## src/rtl/pc_sequencer_pkg.sv

```systemverilog
// -----------------------------------------------------------------------------
// pc_sequencer_pkg
// Shared definitions for the program-counter sequencer: the fetch FSM state
// encoding, default parameter values and a small address-alignment helper.
// Optional feature macro: PC_ALIGN_CHECK_EN (the helper is only used when it
// is defined).
// -----------------------------------------------------------------------------
package pc_sequencer_pkg;

    localparam int          ADDR_W_DEF   = 32;
    localparam int          PC_INC_DEF   = 4;
    localparam logic [31:0] RESET_PC_DEF = 32'h0000_0000;

    // FAULT is only reachable when the alignment check is built in.
    typedef enum logic [1:0] {
        IDLE  = 2'd0,
        FETCH = 2'd1,
        HOLD  = 2'd2,
        FAULT = 2'd3
    } seq_state_e;

    // A fetch target must be word aligned; any set low bit is a fault.
    function automatic logic addr_misaligned(input logic [1:0] addr_lo);
        return (addr_lo != 2'b00);
    endfunction

endpackage

```

## src/rtl/pc_sequencer_if.sv

```systemverilog
// -----------------------------------------------------------------------------
// pc_sequencer_if
// Bundles the two handshakes around the sequencer:
//   imem_req/imem_addr/imem_ack/imem_rdata     : instruction-memory req/ack
//   instr_valid/instr/instr_pc/instr_ready     : valid/ready towards decode
// master = sequencer side, slave = memory/decode side.
// -----------------------------------------------------------------------------
interface pc_sequencer_if
    import pc_sequencer_pkg::*;
#(
    parameter int ADDR_W = ADDR_W_DEF
) ();

    logic              imem_req;
    logic [ADDR_W-1:0] imem_addr;
    logic              imem_ack;
    logic [31:0]       imem_rdata;

    logic              instr_valid;
    logic [31:0]       instr;
    logic [ADDR_W-1:0] instr_pc;
    logic              instr_ready;

    modport master (
        output imem_req, imem_addr,
        input  imem_ack, imem_rdata,
        output instr_valid, instr, instr_pc,
        input  instr_ready
    );

    modport slave (
        input  imem_req, imem_addr,
        output imem_ack, imem_rdata,
        input  instr_valid, instr, instr_pc,
        output instr_ready
    );

endinterface

```

## src/rtl/pc_sequencer_next_pc_select.sv

```systemverilog
// -----------------------------------------------------------------------------
// pc_sequencer_next_pc_select
// Combinational next-PC priority select: jump > taken branch > sequential.
// Ports:
//   jump/jump_target, branch_taken/branch_target : redirect requests
//   pc            : current fetch PC
//   target        : winning redirect target (meaningful when redirect_hit=1)
//   redirect_hit  : any redirect requested this cycle
//   seq_pc        : pc + PC_INC, wrapping modulo 2^ADDR_W
// -----------------------------------------------------------------------------
module pc_sequencer_next_pc_select
    import pc_sequencer_pkg::*;
#(
    parameter int ADDR_W = ADDR_W_DEF,
    parameter int PC_INC = PC_INC_DEF
) (
    input  logic              jump,
    input  logic [ADDR_W-1:0] jump_target,
    input  logic              branch_taken,
    input  logic [ADDR_W-1:0] branch_target,
    input  logic [ADDR_W-1:0] pc,
    output logic [ADDR_W-1:0] target,
    output logic              redirect_hit,
    output logic [ADDR_W-1:0] seq_pc
);

    // Priority select of the redirect source.
    always_comb begin
        target       = pc;
        redirect_hit = 1'b0;
        if (jump) begin
            target       = jump_target;
            redirect_hit = 1'b1;
        end else if (branch_taken) begin
            target       = branch_target;
            redirect_hit = 1'b1;
        end else begin
            target       = pc;
            redirect_hit = 1'b0;
        end
    end

    // Sequential successor; carry out of the top bit is dropped on purpose.
    always_comb begin
        seq_pc = pc + ADDR_W'(PC_INC);
    end

endmodule

```

## src/rtl/pc_sequencer.sv

```systemverilog
// -----------------------------------------------------------------------------
// pc_sequencer
// Owns the program counter and sequences instruction fetch: one outstanding
// imem request at a time, each fetched word is held for decode until taken.
// Redirects (jump > branch) squash wrong-path fetches; a redirect that lands
// while a request is in flight is parked until the ack retires the request.
// Ports:
//   clk, rst_n                       : clock, async active-low reset
//   bus (pc_sequencer_if.master)     : imem req/ack and decode valid/ready
//   jump/jump_target                 : jump redirect strobe and destination
//   branch_taken/branch_target       : taken-branch strobe and destination
//   pc                               : current fetch PC
//   align_fault (PC_ALIGN_CHECK_EN)  : sticky misaligned-target flag
//   redirect                         : one-cycle pulse after an accepted redirect
// Optional feature macro: PC_ALIGN_CHECK_EN.
// -----------------------------------------------------------------------------
module pc_sequencer
    import pc_sequencer_pkg::*;
#(
    parameter int                ADDR_W   = ADDR_W_DEF,
    parameter logic [ADDR_W-1:0] RESET_PC = ADDR_W'(RESET_PC_DEF),
    parameter int                PC_INC   = PC_INC_DEF
) (
    input  logic                  clk,
    input  logic                  rst_n,
    pc_sequencer_if.master        bus,
    input  logic                  jump,
    input  logic [ADDR_W-1:0]     jump_target,
    input  logic                  branch_taken,
    input  logic [ADDR_W-1:0]     branch_target,
    output logic [ADDR_W-1:0]     pc,
`ifdef PC_ALIGN_CHECK_EN
    output logic                  align_fault,
`endif
    output logic                  redirect
);

    seq_state_e        state_r, state_nx_s;
    logic [ADDR_W-1:0] pc_r, pc_nx_s;
    logic              pend_valid_r, pend_valid_nx_s;
    logic [ADDR_W-1:0] pend_target_r, pend_target_nx_s;
    logic [31:0]       instr_r, instr_nx_s;
    logic [ADDR_W-1:0] instr_pc_r, instr_pc_nx_s;
    logic              imem_req_r;
    logic              instr_valid_r;
    logic              redirect_r;
    logic              accept_s;
    logic [ADDR_W-1:0] target_s;
    logic              redirect_hit_s;
    logic [ADDR_W-1:0] seq_pc_s;
`ifdef PC_ALIGN_CHECK_EN
    logic              align_fault_r, fault_nx_s;
`endif

    pc_sequencer_next_pc_select #(
        .ADDR_W (ADDR_W),
        .PC_INC (PC_INC)
    ) u_next_pc_select (
        .jump          (jump),
        .jump_target   (jump_target),
        .branch_taken  (branch_taken),
        .branch_target (branch_target),
        .pc            (pc_r),
        .target        (target_s),
        .redirect_hit  (redirect_hit_s),
        .seq_pc        (seq_pc_s)
    );

    // Next-state and datapath update decisions for the fetch FSM.
    always_comb begin
        state_nx_s       = state_r;
        pc_nx_s          = pc_r;
        pend_valid_nx_s  = pend_valid_r;
        pend_target_nx_s = pend_target_r;
        instr_nx_s       = instr_r;
        instr_pc_nx_s    = instr_pc_r;
        accept_s         = 1'b0;
`ifdef PC_ALIGN_CHECK_EN
        fault_nx_s       = align_fault_r;
`endif
        case (state_r)
            IDLE: begin
                // A late ack from before reset lands here and is ignored.
                state_nx_s = FETCH;
            end
            FETCH: begin
                if (redirect_hit_s) begin
                    accept_s = 1'b1;
                    if (bus.imem_ack) begin
                        // In-flight word is wrong-path: drop it, refetch at target.
                        pc_nx_s         = target_s;
                        pend_valid_nx_s = 1'b0;
                    end else begin
                        // Request is never aborted; park the target (latest wins).
                        pend_valid_nx_s  = 1'b1;
                        pend_target_nx_s = target_s;
                    end
                end else if (pend_valid_r) begin
                    if (bus.imem_ack) begin
                        pc_nx_s         = pend_target_r;
                        pend_valid_nx_s = 1'b0;
                    end else begin
                        pend_valid_nx_s = 1'b1;
                    end
                end else if (bus.imem_ack) begin
                    instr_nx_s    = bus.imem_rdata;
                    instr_pc_nx_s = pc_r;
                    pc_nx_s       = seq_pc_s;
                    state_nx_s    = HOLD;
                end else begin
                    state_nx_s = FETCH;
                end
            end
            HOLD: begin
                // pc already points past the held word, so a redirect simply
                // replaces it whether or not decode takes the word this cycle.
                if (redirect_hit_s) begin
                    accept_s   = 1'b1;
                    pc_nx_s    = target_s;
                    state_nx_s = FETCH;
                end else if (bus.instr_ready) begin
                    state_nx_s = FETCH;
                end else begin
                    state_nx_s = HOLD;
                end
            end
            default: begin
                state_nx_s = state_r;
            end
        endcase
`ifdef PC_ALIGN_CHECK_EN
        if (accept_s && addr_misaligned(target_s[1:0])) begin
            state_nx_s      = FAULT;
            fault_nx_s      = 1'b1;
            pend_valid_nx_s = 1'b0;
            pc_nx_s         = pc_r;
        end else begin
            fault_nx_s = align_fault_r;
        end
`endif
    end

    // FSM state register.
    always_ff @(posedge clk or negedge rst_n) begin
        if (!rst_n) begin
            state_r <= IDLE;
        end else begin
            state_r <= state_nx_s;
        end
    end

    // PC, pending redirect, held instruction and registered outputs.
    always_ff @(posedge clk or negedge rst_n) begin
        if (!rst_n) begin
            pc_r          <= RESET_PC;
            pend_valid_r  <= 1'b0;
            pend_target_r <= '0;
            instr_r       <= 32'h0000_0000;
            instr_pc_r    <= '0;
            imem_req_r    <= 1'b0;
            instr_valid_r <= 1'b0;
            redirect_r    <= 1'b0;
`ifdef PC_ALIGN_CHECK_EN
            align_fault_r <= 1'b0;
`endif
        end else begin
            pc_r          <= pc_nx_s;
            pend_valid_r  <= pend_valid_nx_s;
            pend_target_r <= pend_target_nx_s;
            instr_r       <= instr_nx_s;
            instr_pc_r    <= instr_pc_nx_s;
            imem_req_r    <= (state_nx_s == FETCH);
            instr_valid_r <= (state_nx_s == HOLD);
            redirect_r    <= accept_s;
`ifdef PC_ALIGN_CHECK_EN
            align_fault_r <= fault_nx_s;
`endif
        end
    end

    assign bus.imem_req    = imem_req_r;
    assign bus.imem_addr   = pc_r;
    assign bus.instr_valid = instr_valid_r;
    assign bus.instr       = instr_r;
    assign bus.instr_pc    = instr_pc_r;
    assign pc              = pc_r;
    assign redirect        = redirect_r;
`ifdef PC_ALIGN_CHECK_EN
    assign align_fault     = align_fault_r;
`endif

endmodule

```

## src/flat_wrapper.sv

```systemverilog
// flat-port wrapper written by rule: the top's interface ports become plain ports
module pc_sequencer_flat import pc_sequencer_pkg::*;
#(
    parameter int                ADDR_W   = ADDR_W_DEF,
    parameter logic [ADDR_W-1:0] RESET_PC = ADDR_W'(RESET_PC_DEF),
    parameter int                PC_INC   = PC_INC_DEF
)
  (clk, rst_n, jump, jump_target, branch_taken, branch_target, pc, redirect, bus_imem_req, bus_imem_addr, bus_imem_ack, bus_imem_rdata, bus_instr_valid, bus_instr, bus_instr_pc, bus_instr_ready);
  pc_sequencer_if #(.ADDR_W(ADDR_W)) bus_i ();
  input  logic clk;
  input  logic rst_n;
  input  logic jump;
  input  logic [ADDR_W-1:0] jump_target;
  input  logic branch_taken;
  input  logic [ADDR_W-1:0] branch_target;
  output logic [ADDR_W-1:0] pc;
  output logic redirect;
  output wire logic [$bits(bus_i.imem_req)-1:0] bus_imem_req;
  output wire logic [$bits(bus_i.imem_addr)-1:0] bus_imem_addr;
  input wire logic [$bits(bus_i.imem_ack)-1:0] bus_imem_ack;
  input wire logic [$bits(bus_i.imem_rdata)-1:0] bus_imem_rdata;
  output wire logic [$bits(bus_i.instr_valid)-1:0] bus_instr_valid;
  output wire logic [$bits(bus_i.instr)-1:0] bus_instr;
  output wire logic [$bits(bus_i.instr_pc)-1:0] bus_instr_pc;
  input wire logic [$bits(bus_i.instr_ready)-1:0] bus_instr_ready;
  assign bus_imem_req = bus_i.imem_req;
  assign bus_imem_addr = bus_i.imem_addr;
  assign bus_i.imem_ack = bus_imem_ack;
  assign bus_i.imem_rdata = bus_imem_rdata;
  assign bus_instr_valid = bus_i.instr_valid;
  assign bus_instr = bus_i.instr;
  assign bus_instr_pc = bus_i.instr_pc;
  assign bus_i.instr_ready = bus_instr_ready;
  pc_sequencer #(.ADDR_W(ADDR_W), .RESET_PC(RESET_PC), .PC_INC(PC_INC)) u_core (.clk(clk), .rst_n(rst_n), .bus(bus_i), .jump(jump), .jump_target(jump_target), .branch_taken(branch_taken), .branch_target(branch_target), .pc(pc), .redirect(redirect));
endmodule
```

## config.mk

```make
export PLATFORM = sky130hd
export DESIGN_NAME = pc_sequencer_flat
export DESIGN_NICKNAME = d
export VERILOG_FILES = /design/src/rtl/pc_sequencer_pkg.sv /design/src/rtl/pc_sequencer_if.sv /design/src/rtl/pc_sequencer_next_pc_select.sv /design/src/rtl/pc_sequencer.sv /design/src/flat_wrapper.sv
export SDC_FILE = /design/constraint.sdc
export NUM_CORES = 1
export LEC_CHECK = 0
export BUFFER_PORTS_ARGS = -buffer_cell sky130_fd_sc_hd__buf_2
export CAP_MARGIN = 30
export CORE_MARGIN = 8
export CORE_UTILIZATION = 44
export DETAILED_ROUTE_END_ITERATION = 8
export GPL_TIMING_DRIVEN = 0
export PLACE_DENSITY = 0.74
export SYNTH_ARGS = -nofsm -noshare
export SYNTH_HDL_FRONTEND = slang
export SYNTH_HIERARCHICAL = 1
export SYNTH_SLANG_ARGS = --single-unit
```

## constraint.sdc

```tcl
create_clock -name clk -period 4.6 [get_ports clk]
set_clock_uncertainty 0.2 [all_clocks]
set_input_delay 0.46 -clock clk [delete_from_list [all_inputs] [get_ports clk]]
set_output_delay 0.46 -clock clk [all_outputs]
set_load 0.01 [all_outputs]
```

# Yosys cells after proc, flatten, opt, wreduce, memory -nomap -nowiden
# Cells that the tools add are included.
# word_totals
ff_bits,134
latch_bits,0
ram_bits,0
romBits,0
input_bits,102
out_inout_bits,131
word_cells,47
n_memories,0
# op_classes
n_addsub,1
n_mul,0
div_mod_pow,0
magnitude_cmp,0
n_eq_ne,6
shifts,0
n_mux,22
bitwise_logic,3
n_reduce_logical,6
# op_table
cell,count
$mux 32,8
$pmux 32 s2,1
$add 32x3->32 const B,1
$mux 2,5
$mux 1,7
$pmux 2 s3,1
$reduce_and 3->1,2
$eq 2x1->1 const B,2
$eq 2x2->1 const B,2
$reduce_and 4->1,1
$not 1->1,3
$logic_not 2->1,1
$ne 2x1->1 const B,1
$ne 2x2->1 const B,1
$reduce_bool 2->1,1
$reduce_or 2->1,1

# Longest topological paths before layout
# Gate-level depths: netlist (run 1).
# logic_depth
ltp_word,5
ltp_mapped,8
ltp_nobuf,8

# By module
# Netlist (run 1), hierarchy kept.
# by_module_without_submodules
module,n_inst,cells_per_inst,area_per_inst_um2,seq_area_each_um2
pc_sequencer,1,447,5938.2,3353.2
pc_sequencer_next_pc_select,1,189,1232.4,0.0

# Least setup slack after synthesis (run 1)
# No wires, ideal clock.
# synth_timing
path_kind,input port to flip-flop
start,input branch_taken
end,"register u_core.instr_pc_r[10], in the netlist u_core/bus.instr_pc[10]"
setup_time_ps,125
arrival_ps,2119
required_ps,4275
path_slack_ps,2156
cell_stages,8
n_path_buf,4
cell_sequence,clkbuf_1 > buf_2 > or2_2 > nor2_2 > and3_1 > buf_6 > buf_6 > mux2_2
# synth_between
elab_chain_len,4
# synth_lines
element,line_no,source
"start, declared",flat_wrapper.sv:14,input logic branch_taken;
$mux 1,pc_sequencer_next_pc_select.sv:34,end else if (branch_taken) begin
$mux 1,pc_sequencer_next_pc_select.sv:31,if (jump) begin
via u_core.redirect_hit_s,pc_sequencer.sv:49,logic redirect_hit_s;
$not 1->1 (no source line),-,
$reduce_and 4->1 (no source line),-,
"end signal, assigned",pc_sequencer.sv:171,instr_pc_r <= instr_pc_nx_s;
"end, declared",pc_sequencer.sv:43,"logic [ADDR_W-1:0] instr_pc_r, instr_pc_nx_s;"
# The timed path passes the listed nets, and every way through them passes these cells.
# A chain may end at the register's enable or synchronous reset.

# Final worst setup path (run 1)
# layout_timing
start,"register u_core.pc_r[2], in the netlist u_core/bus.imem_addr[2]"
end,"register u_core.pc_r[30], in the netlist u_core/bus.imem_addr[30]"
# layout_between
elab_chain_len,5
# layout_lines
element,line_no,source
"start, declared",pc_sequencer.sv:39,"logic [ADDR_W-1:0] pc_r, pc_nx_s;"
"start signal, assigned",pc_sequencer.sv:167,pc_r <= pc_nx_s;
$add 32x3->32,pc_sequencer_next_pc_select.sv:45,seq_pc = pc + ADDR_W'(PC_INC);
via u_core.seq_pc_s[30],pc_sequencer.sv:50,logic [ADDR_W-1:0] seq_pc_s;
$mux 32,pc_sequencer.sv:105,end else if (bus.imem_ack) begin
$mux 32,pc_sequencer.sv:98,end else if (pend_valid_r) begin
$mux 32,pc_sequencer.sv:87,if (redirect_hit_s) begin
$pmux 32 s2,pc_sequencer.sv:81,case (state_r)
# The timed path passes the listed nets, and every way through them passes these cells. The select of a mux whose other input is x is not followed.

==> flow_results.org, run 1 <==
** Run status
- The flow ran to the end, and the final reports show no timing, DRC or antenna violations.

** Timing
- Actual slew at the worst max-slew pin :: 0.635 ns
- Final number of hold-violating endpoints :: 0
- Relative max-transition margin :: 57.3%
- The count of final max-slew check failures came to 0.
- Counting I/O delays and the setup requirement, the final critical path takes 2.81 ns.
- Final period utilization :: 61.1%
- Setup repair after global routing left no endpoint under its margin.
- Setup violations remaining at the end of the flow were counted as 0.
- Peak clock frequency supported by timing :: 356 MHz
- Setup TNS after final layout :: 0 ns

** Die
- Measured along the y axis, the die boundary spans 144 um.
- The die is 144 um wide.
- Count of standard-cell rows :: 46
- Placeable core region :: 15,900 um^2
- Area of the die :: 20,600 um^2
- In this run the count of I/O pins placed on the die edge is 233.
- The initial utilization of the core area, before any placement, comes to 45.1%.

** Clocking
- Clock latency at the later pin of the worst-skew pair :: 0.42 ns
- Clock tree synthesis inserted a total of 17 buffers.
- Buffer type at the clock tree root :: sky130_fd_sc_hd__clkbuf_16
- Clk buf depth :: 2
- Clk sinks :: 134
- TritonCTS clock tree :: yes
- H-tree level count :: 4
- After clock tree synthesis, the clock-pin slew on the worst setup and hold paths is 0.06 ns.

** Synthesis
- Number of storage elements in the synthesis netlist :: 134
- Top-area cell type share of the netlist area :: 46.8%
- Share of flip-flops with an asynchronous set or reset after synthesis :: 100%
- The largest total area in the synthesized netlist belongs to sky130_fd_sc_hd__dfrtp_1.
- After technology mapping, the gate count stands at 636.
- Among all flip-flop cells after synthesis, the most frequent one is sky130_fd_sc_hd__dfrtp_1.
- Post-synthesis sequential area ratio :: 46.8%
- Warnings from Yosys :: 6
- Post-synthesis area per instance :: 11.3 um^2
- Post-synth design cell area :: 7170 um^2
- Counting every net in the synthesized netlist gives 743.
- Yosys mapped the design onto 36 distinct sky130hd cell types.
- Number of enable-type register cells in the synthesized netlist :: 0
- Cell types with the largest area share after synthesis :: sky130_fd_sc_hd__dfrtp_1 (47%), sky130_fd_sc_hd__mux2_2 (18%), sky130_fd_sc_hd__mux2i_1 (4.7%)

** Global routing
- The initial antenna violation count came to 1.
- The via count of the first global-routing pass came to 5,794.
- Global routing used 19.4% of the available tracks across all layers.
- Pin count of the biggest net entering global routing :: 76
- The first global-routing pass estimated 31.0 mm of wire.
- The total overflow left after global routing is 0.

** Routing
- Wires add up to 20.1 mm.
- Number of remaining DRC errors :: 0
- The detailed router placed 5,730 vias in this run.
- After detailed routing, the average wire length per cell comes to 18.0 um.
- The first routing iteration left 316 violations.
- Routed Antenna Nets :: 0
- Detailed-routing iteration count for the pre-antenna-repair pass :: 4
- After detailed routing, the number of vias per cell comes to 5.13.

** Setup path
- Kind of capture point of the worst setup path :: flop
- Sort of element at the start of the critical path :: flop
- Arr. time, crit path :: 2.90 ns
- In this design, the critical path's most frequently occurring cell is sky130_fd_sc_hd__nand3_1.
- Data on the critical path is required at its endpoint by 4.69 ns.
- Highest-delay cell along the critical path :: sky130_fd_sc_hd__nor4_4
- In this design, the stage delay of the slowest critical-path cell is 0.56 ns.
- Along the worst path, the maximum fanout reaches 9.
- Worst-path cell chain :: ha_1 -> nand3_1 -> nor4_4 -> nand3_1 -> xnor2_1 -> mux2_2 -> a22oi_1 -> a21oi_1
- The setup path with the least slack is of type reg2reg.
- The critical path contains buffers and inverters numbering 0 combined.
- Among cell families on the critical path, the largest total delay comes from simple AND/OR/NAND/NOR gates.

** Power and ir drop
- For this design the static power due to leakage is 4.41 nW.
- IR drop worst, VDD :: 0.298 mV
- Pint :: 4.18 mW
- Net switching component of the power :: 2.49 mW
- Logic gate share of total power :: 44.6%
- Of the total power, the share spent switching nets is 37.3%.
- Dividing total power by cell area gives a power density of 723 nW/um^2.
- Per report_power, the clock group accounts for 20.3% of the total.
- Registers are responsible for 35.1% of the overall power.

** Min path
- Class of the most critical hold timing path :: in2reg

** Cells and area
- Compared with the post-synthesis result, the final layout area differs by 28.6%.
- Final Instance Count excl. Fillers :: 1,116
- Post-layout net count :: 994
- Ratio of cells with drive above 1 in the final layout :: 49.4%
- In the layout the commonest cells are sky130_fd_sc_hd__buf_2 (248), sky130_fd_sc_hd__dfrtp_1 (134), sky130_fd_sc_hd__mux2_2 (117).
- Leading cell type in the layout, fill and taps excluded :: sky130_fd_sc_hd__buf_2

** Place
- Routability-driven placement finished with a final weighted congestion of 0.805.
- The wire-length estimate of the detail-placed layout is 14.6 mm.
- In this run, placement finished with an instance count of 1,083.
- In this run the tool buffered the top-level ports with 230 buffer cells.

** Flow run
- Reported max-cap violation count :: 0
==> cell families after synthesis <==
logic type | synth area share (%)
adder cells (fa/ha/maj) | 0.872
XOR/XNOR | 3.42
buffers and inverters | 7.08
AND/OR/NAND/NOR | 8.36
flip-flops | 46.8
multiplexers | 24.8
AO/OA/AOI/OAI | 8.65
==> routing by layer <==
| layer | global-route usage, % | wire length [um] |
|---|---|---|
| met5 | 0 | 0 |
| met1 | 23.7 | 8180 |
| met3 | 4.71 | 1350 |
| met2 | 32.8 | 10200 |
| met4 | 6.53 | 281 |
==> worst paths after layout <==
| path | from | end | slack [ns] | cells past startpoint |
|---|---|---|---|---|
| setup reg to reg | u_core/bus.imem_addr[2] | u_core/bus.imem_addr[30] | 1.79 | 8 |
| setup / recovery | u_core/bus.imem_addr[2] | u_core/bus.imem_addr[30] | 1.79 | 8 |
| hold / removal | bus_imem_rdata[16] | u_core/bus.instr[16] | 0.06 | 2 |
| min in group asynchronous | rst_n | u_core/bus.imem_req | 0.38 | 2 |
| max in group asynchronous | rst_n | u_core/bus.instr_pc[11] | 3.04 | 3 |
| hold reg to reg | u_core/bus.instr_pc[6] | u_core/bus.instr_pc[6] | 0.28 | 1 |
==> stage by stage <==
stage	worst slack (ns)	util [%]	hold WS, ns	power (mW)	area [um^2]
2_1_floorplan	2.16	-	-0.0356	4.21	7170
3_3_place_gp	0.916	54.1	0.264	5.26	8590
3_5_place_dp	1.69	54.3	0.269	5.35	8630
4_1_cts	1.81	58.0	0.0385	6.74	9220
5_1_grt	1.54	58.0	0.0474	7.11	9220
6_report	1.79	58.0	0.0584	6.66	9220
==> state kept, by name, indices dropped and copies added, names as in the netlist <==
signal	count
u_core/state_r	2
u_core/bus.imem_addr	32
u_core/pend_target_r	32
u_core/bus.imem_req	1
u_core/pend_valid_r	1
u_core/bus.instr_valid	1
u_core/bus.instr_pc	32
u_core/bus.instr	32
u_core/redirect	1
==> final cells by class <==
cell class / count / area, um^2
fillers: 1432 / 6670
flip-flops and latches: 134 / 3350
multi-input cells: 422 / 3310
repair buffers: 232 / 1190
plain buffers: 74 / 485
clock buffers: 21 / 450
well taps: 216 / 270
clock inverters: 10 / 130
inverters: 6 / 22.5
diodes: 1 / 2.50
==> power groups by stage <==
stage / Sequential (mW) / Combinational (mW) / Clock [mW]
after floorplan: 2.44 / 1.77 / 0
after detailed placement: 2.36 / 2.99 / 0
after global routing: 2.44 / 3.23 / 1.44
after global placement: 2.33 / 2.93 / 0
after CTS: 2.34 / 3.01 / 1.38
final: 2.34 / 2.97 / 1.36
==> worst reg2reg max path: cells and delay by family, from the launching register on <==
family | cells | cell delay, ns
AO/OA/AOI/OAI | 2 | 0.26
XOR/XNOR | 1 | 0.17
adder cells (fa/ha/maj) | 1 | 0.25
flip-flops | 1 | 0.54
multiplexers | 1 | 0.27
AND/OR/NAND/NOR | 3 | 1.00
==> cell usage after synthesis (all sizes together) (3+ instances only) <==
library cell and n:
mux2 128, nand3 14, nand2 40, dfrtp 134
clkbuf 10, mux2i 34, and3 4, inv 6
a21oi 36, xnor2 20, nand4 8, and2 3
buf 64, or2 3, ha 5, a22oi 32
xor2 8, o21ai 34, nor3 3, nor2 41
==> repair_timing <==
item	CTS	global route
resized for setup	0	0
buffers inserted	0	0
endpoints found under the hold margin	59	0
hold buffers	1	0
No activity file was read; power rests on OpenSTA's default activity.
==> inputs of run 2 (changes only) <==
- ABC_AREA: unset -> 1
- PLACE_DENSITY: 0.74 -> 0.73
- clock period: 4.6 -> 2.8 ns (I/O delays scaled with it)
==> run 2 against run 1 <==
Effect of this change: die area is 5.8% higher; via count up 30%; worst hold slack improved by 0.025 ns; largest power group unchanged; largest cell class is now multi-input gates; critical path type is now in2reg; first-iteration DRC count grew 68%.
==> flow_results.org, run 2 <==
** Die
- Horizontal die dimension :: 148 um (was 144 um)
- Initial Utilization :: 44.6% (was 45.1%)
- The die footprint came to 21,800 um^2 (was 20,600 um^2).
- The die outline height was 148 um (was 144 um).
- Placeable core region :: 17,100 um^2 (was 15,900 um^2)
- The number of placement rows is 48 (was 46).
- The top-level I/O count was 233 (unchanged).

** Setup path
- Worst-path cell chain :: clkbuf_1 -> inv_1 -> buf_2 -> nand2_1 -> buf_6 -> nor2_4 -> clkbuf_1 -> o21ai_0 -> o21ai_0 -> nand2_1 -> nand2_1 (was ha_1 -> nand3_1 -> nor4_4 -> nand3_1 -> xnor2_1 -> mux2_2 -> a22oi_1 -> a21oi_1)
- Kind of capture point of the worst setup path :: flop (unchanged)
- Worst path most repeated cell :: sky130_fd_sc_hd__nand2_1 (was sky130_fd_sc_hd__nand3_1)
- The number of stages on the worst setup path was 11 (was 8).
- Cell class contributing the biggest share of worst-path delay :: buffers and inverters (was simple AND/OR/NAND/NOR gates)
- The kind of launch point of the worst setup path is an input port (was flop).
- The path type of the worst setup path is in2reg (was reg2reg).
- The endpoint of the worst setup timing path is u_core/bus.imem_addr[12] (was u_core/bus.imem_addr[30]).
- Highest-delay cell along the critical path :: sky130_fd_sc_hd__clkbuf_1 (was sky130_fd_sc_hd__nor4_4)
- The biggest cell delay along the critical path was 0.42 ns (was 0.56 ns).
- Arr. time, crit path :: 2.57 ns (was 2.90 ns)
- The highest net fanout along the worst path came to 10 (was 9).
- First element of the critical path :: branch_taken (was u_core/bus.imem_addr[2])
- Worst reg2reg path startpoint :: u_core/state_r[0] (was u_core/bus.imem_addr[2])
- Critical Path RT :: 2.96 ns (was 4.69 ns)
- The reg2reg setup slack was 0.60 ns (was 1.79 ns).
- The terminus of the critical flop-to-flop path was u_core/bus.imem_addr[12] (was u_core/bus.imem_addr[30]).
- The combined buffer and inverter count along the critical path came to 5 (was 0).
- Length in cells of the worst reg-to-reg path :: 8 (unchanged)

** Synthesis
- The most used standard cell by instance count after synthesis was sky130_fd_sc_hd__nand2_1 (was sky130_fd_sc_hd__dfrtp_1).
- Dominant cell type by area after synthesis :: sky130_fd_sc_hd__dfrtp_1 (unchanged)
- Most frequent cells after synthesis: sky130_fd_sc_hd__nand2_1 (221), sky130_fd_sc_hd__dfrtp_1 (134), sky130_fd_sc_hd__nor2_1 (125) (was sky130_fd_sc_hd__dfrtp_1 (134), sky130_fd_sc_hd__mux2_2 (117), sky130_fd_sc_hd__nand2_1 (40), sky130_fd_sc_hd__nor2_1 (40)).
- The primary flip-flop cell chosen by synthesis mapping is sky130_fd_sc_hd__dfrtp_1 (unchanged).
- The average cell area after synthesis is 8.14 um^2 (was 11.3 um^2).
- Cell types with the largest area share after synthesis :: sky130_fd_sc_hd__dfrtp_1 (44%), sky130_fd_sc_hd__nand2_1 (11%), sky130_fd_sc_hd__mux2_1 (8.8%) (was sky130_fd_sc_hd__dfrtp_1 (47%), sky130_fd_sc_hd__mux2_2 (18%), sky130_fd_sc_hd__mux2i_1 (4.7%))
- The post-synthesis cell area is 7640 um^2 (was 7170 um^2).
- The sequential cell area fraction in the yosys report came to 43.9% (was 46.8%).
- Number of enable-type register cells in the synthesized netlist :: 0 (unchanged)
- The fraction of registers with async set/reset is 100% (unchanged).
- The net count after synthesis is 1,046 (was 743).
- Library cells used by synthesis :: 32 (was 36)
- Top-area cell type share of the netlist area :: 43.9% (was 46.8%)
- Warnings from Yosys :: 6 (unchanged)
- The register bit count reported by yosys was 134 (unchanged).
- Post-synthesis cell count :: 939 (was 636)

** Timing
- Timing would allow up to 415 MHz.
- Setup repair after global routing missed its margin: no (unchanged).
- Number of max-slew violations in the final report :: 0 (unchanged)
- The routed design could run at a clock period as short as 2.41 ns.
- Actual slew at the worst max-slew pin :: 0.640 ns (was 0.635 ns)
- The final worst hold slack came to 0.0831 ns (was 0.0584 ns).
- Final number of hold-violating endpoints :: 0 (unchanged)
- The remaining max-slew budget at the tightest pin came to 57.3% (about the same).
- Setup Viol. Count Final :: 0 (unchanged)
- In the finished design, the share of the clock period the worst path needs comes to 86.1%.

** Min path
- Class of the most critical hold timing path :: in2reg (unchanged)
- WHS Path Cells :: 5 (was 2)

** Routing
- The routed length per instance is 16.4 um (was 18.0 um).
- The via density per instance was 5.09 (was 5.13).
- The post-detailed-routing wire length came to 24.0 mm (was 20.1 mm).
- Detailed-routing iteration count for the pre-antenna-repair pass :: 5 (was 4)
- The post-detailed-route count of antenna-violating nets is 0 (unchanged).
- The total via count in the routed design came to 7,451 (was 5,730).
- DRT iter0 DRCs :: 530 (was 316)
- The count of unresolved DRC violations after routing was 0 (unchanged).

** Place
- Number of instances in the placed design :: 1,395 (was 1,083)
- The final weighted congestion of routability-driven global placement was 0.924 (was 0.805).
- The placed instance area came to 9110 um^2 (was 8630 um^2).
- The count of buffers from port buffering was 230 (unchanged).
- The HPWL after detailed placement came to 17.6 mm (was 14.6 mm).

** Cells and area
- The cell area after layout came to 10,100 um^2 (was 9220 um^2).
- The filler-free cell count of the finished design came to 1,463 (was 1,116).
- Final-layout fill cell count :: 1,579 (was 1,432)
- Area grow syn2layout :: 32.4% (was 28.6%)
- Ratio of cells with drive above 1 in the final layout :: 28.5% (was 49.4%)
- The final net count is 1,330 (was 994).
- Utilization of the core after routing :: 59.1% (was 58.0%)
- Leading cell type in the layout, fill and taps excluded :: sky130_fd_sc_hd__buf_2 (unchanged)
- Most frequent cells in the layout: sky130_fd_sc_hd__buf_2 (244), sky130_fd_sc_hd__nand2_1 (221), sky130_fd_sc_hd__dfrtp_1 (134) (was sky130_fd_sc_hd__buf_2 (248), sky130_fd_sc_hd__dfrtp_1 (134), sky130_fd_sc_hd__mux2_2 (117)).

** Power and ir drop
- Pint :: 6.44 mW (was 4.18 mW)
- Sequential share of power :: 35.0% (was 35.1%)
- Clock share of power :: 23.2% (was 20.3%)
- The power dissipated by switching net loads is 4.24 mW (was 2.49 mW).
- Leakage Power :: 5.29 nW (was 4.41 nW)
- IR drop worst, VDD :: 0.573 mV (was 0.298 mV)
- The overall power came to 10.7 mW (was 6.66 mW).
- The power share of the combinational group is 41.8% (was 44.6%).
- The power density over cell area came to 1060 nW/um^2 (was 723 nW/um^2).
- The switching fraction of total power is 39.7% (was 37.3%).

** Clocking
- The cts-stage hold buffer count was 34 (was 1).
- Buffer type at the clock tree root :: sky130_fd_sc_hd__clkbuf_16 (unchanged)
- Post-CTS Setup Inserts :: 0 (unchanged)
- The clock transition at the registers of the reported paths came to 0.06 ns (about the same).
- The number of levels the H-tree was split into came to 4 (unchanged).
- Clk buf depth :: 2 (unchanged)
- Cells resized by post-CTS repair :: 0 (unchanged)
- The number of clock sinks is 134 (unchanged).
- TritonCTS clock tree :: yes (unchanged)
- Clock latency at the later pin of the worst-skew pair :: 0.42 ns (about the same)
- The TritonCTS buffer count came to 17 (unchanged).

** Global routing
- Number of antenna violations at the first check in global routing :: 2 (was 1)
- Number of global-route vias before repair :: 7,473 (was 5,794)
- Total routing resource utilization after global routing :: 22.0% (was 19.4%)
- The largest net degree at the start of global routing was 90 (was 76).
- Overflow after GRT :: 0 (unchanged)
- The global-route wire length before repair was 38.4 mm (was 31.0 mm).

** Flow run
- The number of maximum-capacitance violations came to 0 (unchanged).

** Run status
- Result of the run: completed (unchanged).
==> run 2: how the worst min path moves through the flow <==
stage	from	to
final	jump_target[21]	u_core/pend_target_r[21]
after global placement	u_core/bus.instr_pc[20]	u_core/bus.instr_pc[20]
after global routing	jump_target[16]	u_core/pend_target_r[16]
after floorplan	rst_n	u_core/bus.imem_addr[0]
after detailed placement	rst_n	u_core/bus.instr_pc[16]
after CTS	jump_target[21]	u_core/pend_target_r[21]
==> run 2: stage by stage <==
step                      TNS (ns)  worst slack [ns]
after floorplan                  0             0.814
after global placement      -98.93            -0.753
after detailed placement         0            0.0403
after CTS                        0             0.467
after global routing             0             0.279
final                            0             0.388
==> run 2: routing by layer <==
layer,global-route usage (%),wire (um),up-vias,share of wire [%]
met1,26.9,10100,3553,42
met3,5.14,1640,31,6.8
met5,0,0,-,0
li1,-,-,3579,-
met2,37.3,11900,288,50
met4,7.90,369,0,1.5
==> run 2: power groups by stage <==
stage | sequential (mW) | combinational (mW) | clock, mW
2_1_floorplan | 3.90 | 2.44 | 0
3_3_place_gp | 3.72 | 4.32 | 0
3_5_place_dp | 3.77 | 4.43 | 0
4_1_cts | 3.75 | 4.50 | 2.53
5_1_grt | 3.90 | 4.93 | 2.62
6_report | 3.74 | 4.46 | 2.47
==> run 2: cell type report <==
class | instances | area, um^2 | share of cell area, %
Buffer | 83 | 512 | 5.06
Sequential cell | 134 | 3350 | 33.2
Antenna cell | 2 | 5.00 | 0.0495
Multi-Input combinational cell | 664 | 3560 | 35.2
Timing Repair Buffer | 265 | 1530 | 15.1
Clock buffer | 22 | 494 | 4.89
Tap cell | 225 | 282 | 2.78
Clock inverter | 10 | 166 | 1.65
Inverter | 58 | 218 | 2.15
==> run 2: worst reg2reg max path, cell delays in order (launching register included) <==
cell and delay [ns]:
sky130_fd_sc_hd__dfrtp_1 0.42, sky130_fd_sc_hd__inv_1 0.08, sky130_fd_sc_hd__ha_1 0.27, sky130_fd_sc_hd__nor2_4 0.26
sky130_fd_sc_hd__clkbuf_1 0.42, sky130_fd_sc_hd__o21ai_0 0.16, sky130_fd_sc_hd__o21ai_0 0.20, sky130_fd_sc_hd__nand2_1 0.07
sky130_fd_sc_hd__nand2_1 0.06
==> run 2: cell families after synthesis <==
family	count (synthesis)	synth area share, %
AND/OR/NAND/NOR	384	21.3
adder cells (fa/ha/maj)	5	0.819
AO/OA/AOI/OAI	193	12.8
buffers and inverters	141	9.54
multiplexers	67	9.87
XOR/XNOR	15	1.82
flip-flops	134	43.9
